**src/rtl/pixel_l1_event_buffer_pkg.sv**
```systemverilog
// Shared constants for the pixel L1 event buffer.
// A FIFO entry is {tag[L1CW-1:0], E1A, data[35:0]}. With the default 8-bit tag
// the entry is 45 bits wide. The field offsets below do not depend on L1CW,
// because the tag is always the top field of the entry.
package pixel_l1_event_buffer_pkg;

  localparam int DATA_W         = 36;            // 29-bit TDC word + 7-bit Hamming, undecoded
  localparam int L1CW_DEF       = 8;             // default L1A counter width
  localparam int ENTRY_DATA_LSB = 0;
  localparam int ENTRY_E1A_BIT  = DATA_W;        // 36
  localparam int ENTRY_TAG_LSB  = DATA_W + 1;    // 37

  function automatic int entryWidth(input int l1cw);
    return l1cw + 1 + DATA_W;
  endfunction

endpackage

```
**src/rtl/l1_event_fifo.sv**
```systemverilog
// Generic synchronous FIFO.
// Ports:
//   clk, reset : clock and asynchronous active-high reset
//   push/pushData : write request. It is accepted when the FIFO is not full, or
//                   when it is full and a pop is accepted on the same edge.
//   pop      : read request. It is ignored while the FIFO is empty.
//   popData  : head entry, read combinationally from the storage array.
//   full, empty : status flags derived from the pointers.
// The pointers carry one extra wrap bit, so full and empty are told apart by
// the MSB alone.
module l1_event_fifo #(
  parameter int DEPTH = 8,
  parameter int W     = 45
) (
  input  logic         clk,
  input  logic         reset,
  input  logic         push,
  input  logic         pop,
  input  logic [W-1:0] pushData,
  output logic [W-1:0] popData,
  output logic         full,
  output logic         empty
);

  localparam int AW = $clog2(DEPTH);

  logic [AW:0]  wrPtr, rdPtr;
  logic [W-1:0] mem [DEPTH];
  logic         doPush, doPop;

  assign empty   = (wrPtr == rdPtr);
  assign full    = (wrPtr[AW] != rdPtr[AW]) && (wrPtr[AW-1:0] == rdPtr[AW-1:0]);
  assign doPop   = pop & ~empty;
  // When the FIFO is full, a pop on the same edge frees the slot this push will use.
  assign doPush  = push & (~full | doPop);
  assign popData = mem[rdPtr[AW-1:0]];

  always_ff @(posedge clk or posedge reset) begin
    if (reset) begin
      wrPtr <= '0;
      rdPtr <= '0;
    end else begin
      if (doPush) wrPtr <= wrPtr + 1'b1;
      if (doPop)  rdPtr <= rdPtr + 1'b1;
    end
  end

  // The storage array is not reset. Stale contents are masked by the empty flag.
  always_ff @(posedge clk) begin
    if (doPush) mem[wrPtr[AW-1:0]] <= pushData;
  end

endmodule

```
**src/rtl/pixel_l1_event_buffer.sv**
```systemverilog
// Pixel L1 event buffer: this module aligns each L1A trigger with the circular
// buffer's delayed hit flag and data, tags it with the L1A count, and queues the
// hit triggers for column readout.
// Ports:
//   clk, reset  : 40 MHz bunch clock and asynchronous active-high reset
//   L1A         : trigger pulse, sampled at edge N
//   hitIn/E1AIn : hit flag and hit-memory error flag, sampled at edge N+1
//   dataIn      : 36-bit TDC and Hamming word, sampled at edge N+2
//   rdEn        : readout pop request
//   dout        : FIFO head {tag, E1A, data}, forced to 0 while the FIFO is empty
//   doutValid   : high when the FIFO is not empty
//   full        : high when the FIFO holds DEPTH entries
//   overflowCnt : saturating count of hit triggers dropped on a full FIFO
module pixel_l1_event_buffer
  import pixel_l1_event_buffer_pkg::*;
#(
  parameter int DEPTH = 8,
  parameter int L1CW  = L1CW_DEF
) (
  input  logic                         clk,
  input  logic                         reset,
  input  logic                         L1A,
  input  logic                         hitIn,
  input  logic                         E1AIn,
  input  logic [DATA_W-1:0]            dataIn,
  input  logic                         rdEn,
  output logic [entryWidth(L1CW)-1:0]  dout,
  output logic                         doutValid,
  output logic                         full,
  output logic [7:0]                   overflowCnt
);

  localparam int EW = entryWidth(L1CW);

  logic [L1CW-1:0] l1Count;
  logic [L1CW-1:0] tag0, tag1;
  logic            e1a1;
  // vldPipe[0]: an L1A was seen at the last edge.
  // vldPipe[1]: that trigger carried a hit, so a write is due on the next edge.
  logic [1:0]      vldPipe;
  logic [EW-1:0]   entry, head;
  logic            empty, wrDue, drop;

  assign wrDue = vldPipe[1];
  // When full, doutValid is high, so rdEn alone tells us whether a pop frees the slot.
  assign drop  = wrDue & full & ~rdEn;

  always_ff @(posedge clk or posedge reset) begin
    if (reset) begin
      l1Count     <= '0;
      vldPipe     <= '0;
      tag0        <= '0;
      tag1        <= '0;
      e1a1        <= 1'b0;
      overflowCnt <= '0;
    end else begin
      if (L1A) l1Count <= l1Count + 1'b1;
      vldPipe[0] <= L1A;
      tag0       <= l1Count;
      // Triggers without a hit are discarded here and never reach the FIFO.
      vldPipe[1] <= vldPipe[0] & hitIn;
      tag1       <= tag0;
      e1a1       <= E1AIn;
      if (drop && overflowCnt != 8'hFF) overflowCnt <= overflowCnt + 8'd1;
    end
  end

  always_comb begin
    entry                                 = '0;
    entry[ENTRY_TAG_LSB +: L1CW]          = tag1;
    entry[ENTRY_E1A_BIT]                  = e1a1;
    entry[ENTRY_DATA_LSB +: DATA_W]       = dataIn;
  end

  l1_event_fifo #(
    .DEPTH (DEPTH),
    .W     (EW)
  ) u_fifo (
    .clk      (clk),
    .reset    (reset),
    .push     (wrDue),
    .pop      (rdEn),
    .pushData (entry),
    .popData  (head),
    .full     (full),
    .empty    (empty)
  );

  assign doutValid = ~empty;
  assign dout      = empty ? '0 : head;

endmodule

```
**config.mk**
```make
export PLATFORM = sky130hd
export DESIGN_NAME = pixel_l1_event_buffer
export DESIGN_NICKNAME = d
export VERILOG_FILES = /design/src/rtl/pixel_l1_event_buffer_pkg.sv /design/src/rtl/l1_event_fifo.sv /design/src/rtl/pixel_l1_event_buffer.sv
export SDC_FILE = /design/constraint.sdc
export NUM_CORES = 1
export LEC_CHECK = 0
export ABC_CLOCK_PERIOD_IN_PS = 6600
export CAP_MARGIN = 20
export CORE_AREA = 2 2 251 253
export CTS_BUF_LIST = sky130_fd_sc_hd__clkbuf_2
export DETAILED_ROUTE_END_ITERATION = 8
export DIE_AREA = 0 0 253 255
export HOLD_SLACK_MARGIN = 0.1
export PLACE_DENSITY_LB_ADDON = 0.3
export SYNTH_ARGS = -nofsm -noshare
export SYNTH_HDL_FRONTEND = slang
export SYNTH_SLANG_ARGS = --single-unit
export TNS_END_PERCENT = 20
```
**constraint.sdc**
```tcl
create_clock -name clk -period 6.6 [get_ports clk]
set_input_delay 1.32 -clock clk [delete_from_list [all_inputs] [get_ports clk]]
set_output_delay 1.32 -clock clk [all_outputs]
set_load 0.05 [all_outputs]
```
==> results.md <==
- The run finished with clean final reports.
- In the final layout, the share of cells above drive strength 1 is 0.301.
- Across the VDD grid, the largest voltage drop is 0.386 mV.
- The deepest level of the CTS H-tree is 3.
- Counting buffers and inverters, the worst setup path is 5 cells deep.
- TritonCTS built the clock tree.
- From synthesis to final layout, the design area changed by 18.8%.
- The internal reg-to-reg setup slack is 3.32 ns.
- The violation count after the first detailed-routing iteration is 437.
- Measured on the finished design, the core utilization comes to 0.293.
- 97 I/O pins were placed.
- The largest fanout on the critical path is 54.
- The wire-length estimate of the detail-placed layout is 17.6 mm.
- The final wirelength is 33.9 mm.
- For met1 alone, demand over resource in global routing was 0.133.
- Setup repair after global routing left no endpoint under its margin.
- The start point of the worst min-delay path is tag0[2].
- The final routed wire length divided by cell count is 19.2 um.
- Leaving out fill and tap cells, the most frequent cell in the layout is edfxtp_1.
- The number of instances in the placed design is 1585.
- STA puts the critical path data arrival time at 4.34 ns.
- Setup total negative slack on the finished layout was measured at 0 ns.
- Buffers inserted during clock tree synthesis total 104.
- Of the available clock period, the critical path in the final layout requires 0.857.
- By startpoint and endpoint, the worst setup path is classified as reg2out.
- The number of cells produced by synthesis is 705.
- The via count of the first global-routing pass came to 8113.
- The count of state elements after synthesis is 403.
- The initial utilization of the core area, before any placement, comes to 0.247.
- Setup violations remaining at the end of the flow were counted as 0.
- The multi-input logic area is 3310 um^2.
- The die footprint is 64500 um^2.
- The delay of the slowest cell on the worst path is 0.88 ns.
- In the final layout, flip-flops and latches occupy 11900 um^2.
- The worst flop-to-flop path startpoint is u_fifo.rdPtr[1].
- In this run the static leakage power is 6.15 nW.
- The initial antenna violation count was 3.
- Input and output buffers added on the ports amount to 96.
- In the layout the commonest cells are edfxtp_1 (360), clkbuf_2 (153), clkdlybuf4s50_1 (96).
- The endpoint of the worst-slack reg-to-reg timing path is u_fifo.mem[6][2].
- The die boundary height is 255 um.
- STA classifies the critical path endpoint as a primary output.
- Counting every net in the synthesized netlist gives 751.
- The largest clock skew in the final design is 0.0869 ns.
- Clock-pin slew was measured on the worst setup and hold paths at 0.09 ns.
- The shortest period the worst path allows is 5.66 ns.
- The mean cell area of the mapped netlist is 21.8 um^2.
- The sort of element at the start of the critical path is a flip-flop.
- Max-cap violations in this run came to 0.
- The final non-filler cell total is 1763.
- For this run, the top clock speed supported by timing is 177 MHz.
- The number of different library cells in the post-synthesis netlist is 33.
- The clock root buffer is clkbuf_2.
- The count of hold-fix buffers inserted at cts is 0.
- The global-route track usage on met2 is 0.175.
- For this run, design rule violations remaining after detail routing come to 0.
- The number of nets with antenna violations after routing is 0.
- Headroom to the max-slew limit came out at 0.291.
- Traced cell by cell, the critical path runs through buf_4 -> mux4_2 -> mux2i_1 -> nor2_1 -> clkdlybuf4s50_1.
- The final-report hold violation count came to 0.
- Power comes to 8.38 mW.
- Routability-driven placement finished with a final weighted congestion of 0.675.
- The share of the Yosys chip area taken by registers is 0.775.
- The worst hold path was traced through 0 stages.
- The slew of the pin with the lowest slew margin is 1.06 ns.
- The global routing's busiest layer is met2.
- The dominant delay contributor by cell family on the critical path is buffers and inverters.
- The number of placement rows is 92.
- After detailed routing, the number of vias per cell comes to 4.16.
- For the worst-skew pair, the clock arrives at the later sink with an insertion delay of 1.14 ns.
- In this run the deepest clock path goes through 3 buffers.
- The detailed-route via count is 7332.
- The area of the core is 62200 um^2.
- The first-pass iteration count of the detailed router is 4.
- The final-stage net count is 938.
- The count of buffering cells on the critical path with inverters included is 2.
- The first global-routing pass estimated 50.2 mm of wire.
- The power per cell area is 459 nW/um^2.
- After clock tree synthesis, the setup repair step added 0 buffers.
- The global routing met3 resource utilization is 0.0304.
- STA puts the critical path data required time at 5.28 ns.
- The worst min-delay path endpoint is tag1[2].
- The count of clock tree sinks is 403.
- Global routing finished with a remaining overflow of 0.
- The quantity of gates resized following cts is 0.
- The maximum number of pins on one net before global-route repair is 94.
- Measured along the x axis, the die boundary spans 253 um.
- The all-layer global routing usage is 0.107.
- The path depth of the worst reg2reg path is 6.
- The final max-slew violation count came to 0.
- The count of synthesis-stage warnings from yosys is 0.
- In this run the worst hold path is classified as reg2reg.
- The count of fill cells added during filler insertion is 6143.
- The synthesized cell area is 15300 um^2.
- The critical-path cell with the highest stage delay is clkdlybuf4s50_1.
==> cell type report <==
type | instances | share of cell area
antenna | 2 | 0.000274
clock buffer | 153 | 0.0420
clock inverter | 23 | 0.00659
inverter | 5 | 0.00103
multi-input combinational | 263 | 0.182
sequential | 403 | 0.652
tap | 799 | 0.0548
timing repair buffer | 115 | 0.0612
==> how the worst max path moves through the flow <==
stage                    start          endpoint  slack, ns
6_report       u_fifo.rdPtr[1]           dout[3]       0.94
5_1_grt        u_fifo.rdPtr[1]           dout[3]       0.57
4_1_cts        u_fifo.rdPtr[1]           dout[3]       0.64
3_3_place_gp   u_fifo.rdPtr[1]           dout[3]       1.89
2_1_floorplan             rdEn  u_fifo.mem[1][0]       1.11
3_5_place_dp   u_fifo.rdPtr[1]           dout[3]       1.91
==> cells in the mapped netlist <==
| library cell | instances | share of area |
|---|---|---|
| and2_1 | 1 | 0.00041 |
| and3_1 | 2 | 0.00082 |
| and4_1 | 1 | 0.00057 |
| buf_1 | 2 | 0.00049 |
| buf_2 | 17 | 0.0055 |
| buf_4 | 6 | 0.0029 |
| buf_6 | 1 | 0.00073 |
| clkbuf_1 | 8 | 0.0020 |
| dfrtp_1 | 43 | 0.070 |
| edfxtp_1 | 360 | 0.70 |
| ha_1 | 4 | 0.0033 |
| inv_1 | 5 | 0.0012 |
| mux2_1 | 2 | 0.0015 |
| mux2_2 | 4 | 0.0029 |
| mux2i_1 | 45 | 0.029 |
| mux4_2 | 90 | 0.13 |
| nand2_1 | 9 | 0.0022 |
| nand2b_1 | 3 | 0.0012 |
| nand3_1 | 3 | 0.00098 |
| nand4_1 | 5 | 0.0020 |
| nor2_1 | 52 | 0.013 |
| nor2b_1 | 1 | 0.00041 |
| nor3_1 | 6 | 0.0020 |
| nor3b_1 | 2 | 0.00098 |
| nor4_1 | 1 | 0.00041 |
| nor4_2 | 2 | 0.0016 |
| nor4b_2 | 1 | 0.00098 |
| o211ai_1 | 3 | 0.0015 |
| o21ai_0 | 2 | 0.00065 |
| o21ai_1 | 1 | 0.00033 |
| xnor2_1 | 11 | 0.0063 |
| xnor2_2 | 1 | 0.0011 |
| xor2_1 | 11 | 0.0063 |
==> layer usage <==
layer | routed length, um | share of wire
met1 | 14900 | 0.44
met4 | 571 | 0.017
met2 | 16300 | 0.48
met5 | 13 | 0.00038
met3 | 2090 | 0.062
==> flip-flops by register name, summed over array words and instances, names as in the netlist <==
| signal | count |
|---|---|
| overflowCnt | 8 |
| l1Count | 8 |
| vldPipe | 2 |
| tag1 | 8 |
| e1a1 | 1 |
| u_fifo.rdPtr | 4 |
| tag0 | 8 |
| u_fifo.wrPtr | 4 |
| u_fifo.mem | 360 |
==> through the flow <==
stage	setup slack (ns)	hold slack [ns]	instance area [um^2]
floorplan	1.11	0.331	15400
global route	0.574	0.326	18200
global placement	1.89	0.333	17300
finish	0.944	0.317	18200
CTS	0.645	0.318	18200
detailed placement	1.91	0.335	17300
==> power by group <==
part           internal [mW]  switching [mW]
clock network          0.627            1.01
registers               3.11           0.209
logic                   1.30            2.13
total                   5.03            3.34
==> logic make-up after synthesis <==
kind of cell | count (synthesis) | synth area share
buf+inv | 39 | 0.0129
flops | 403 | 0.775
xor+xnor | 23 | 0.0136
simple gates | 89 | 0.0273
fa+ha+maj | 4 | 0.00326
compound gates | 6 | 0.00245
mux | 141 | 0.166
Power figures use the tool's default switching activity.
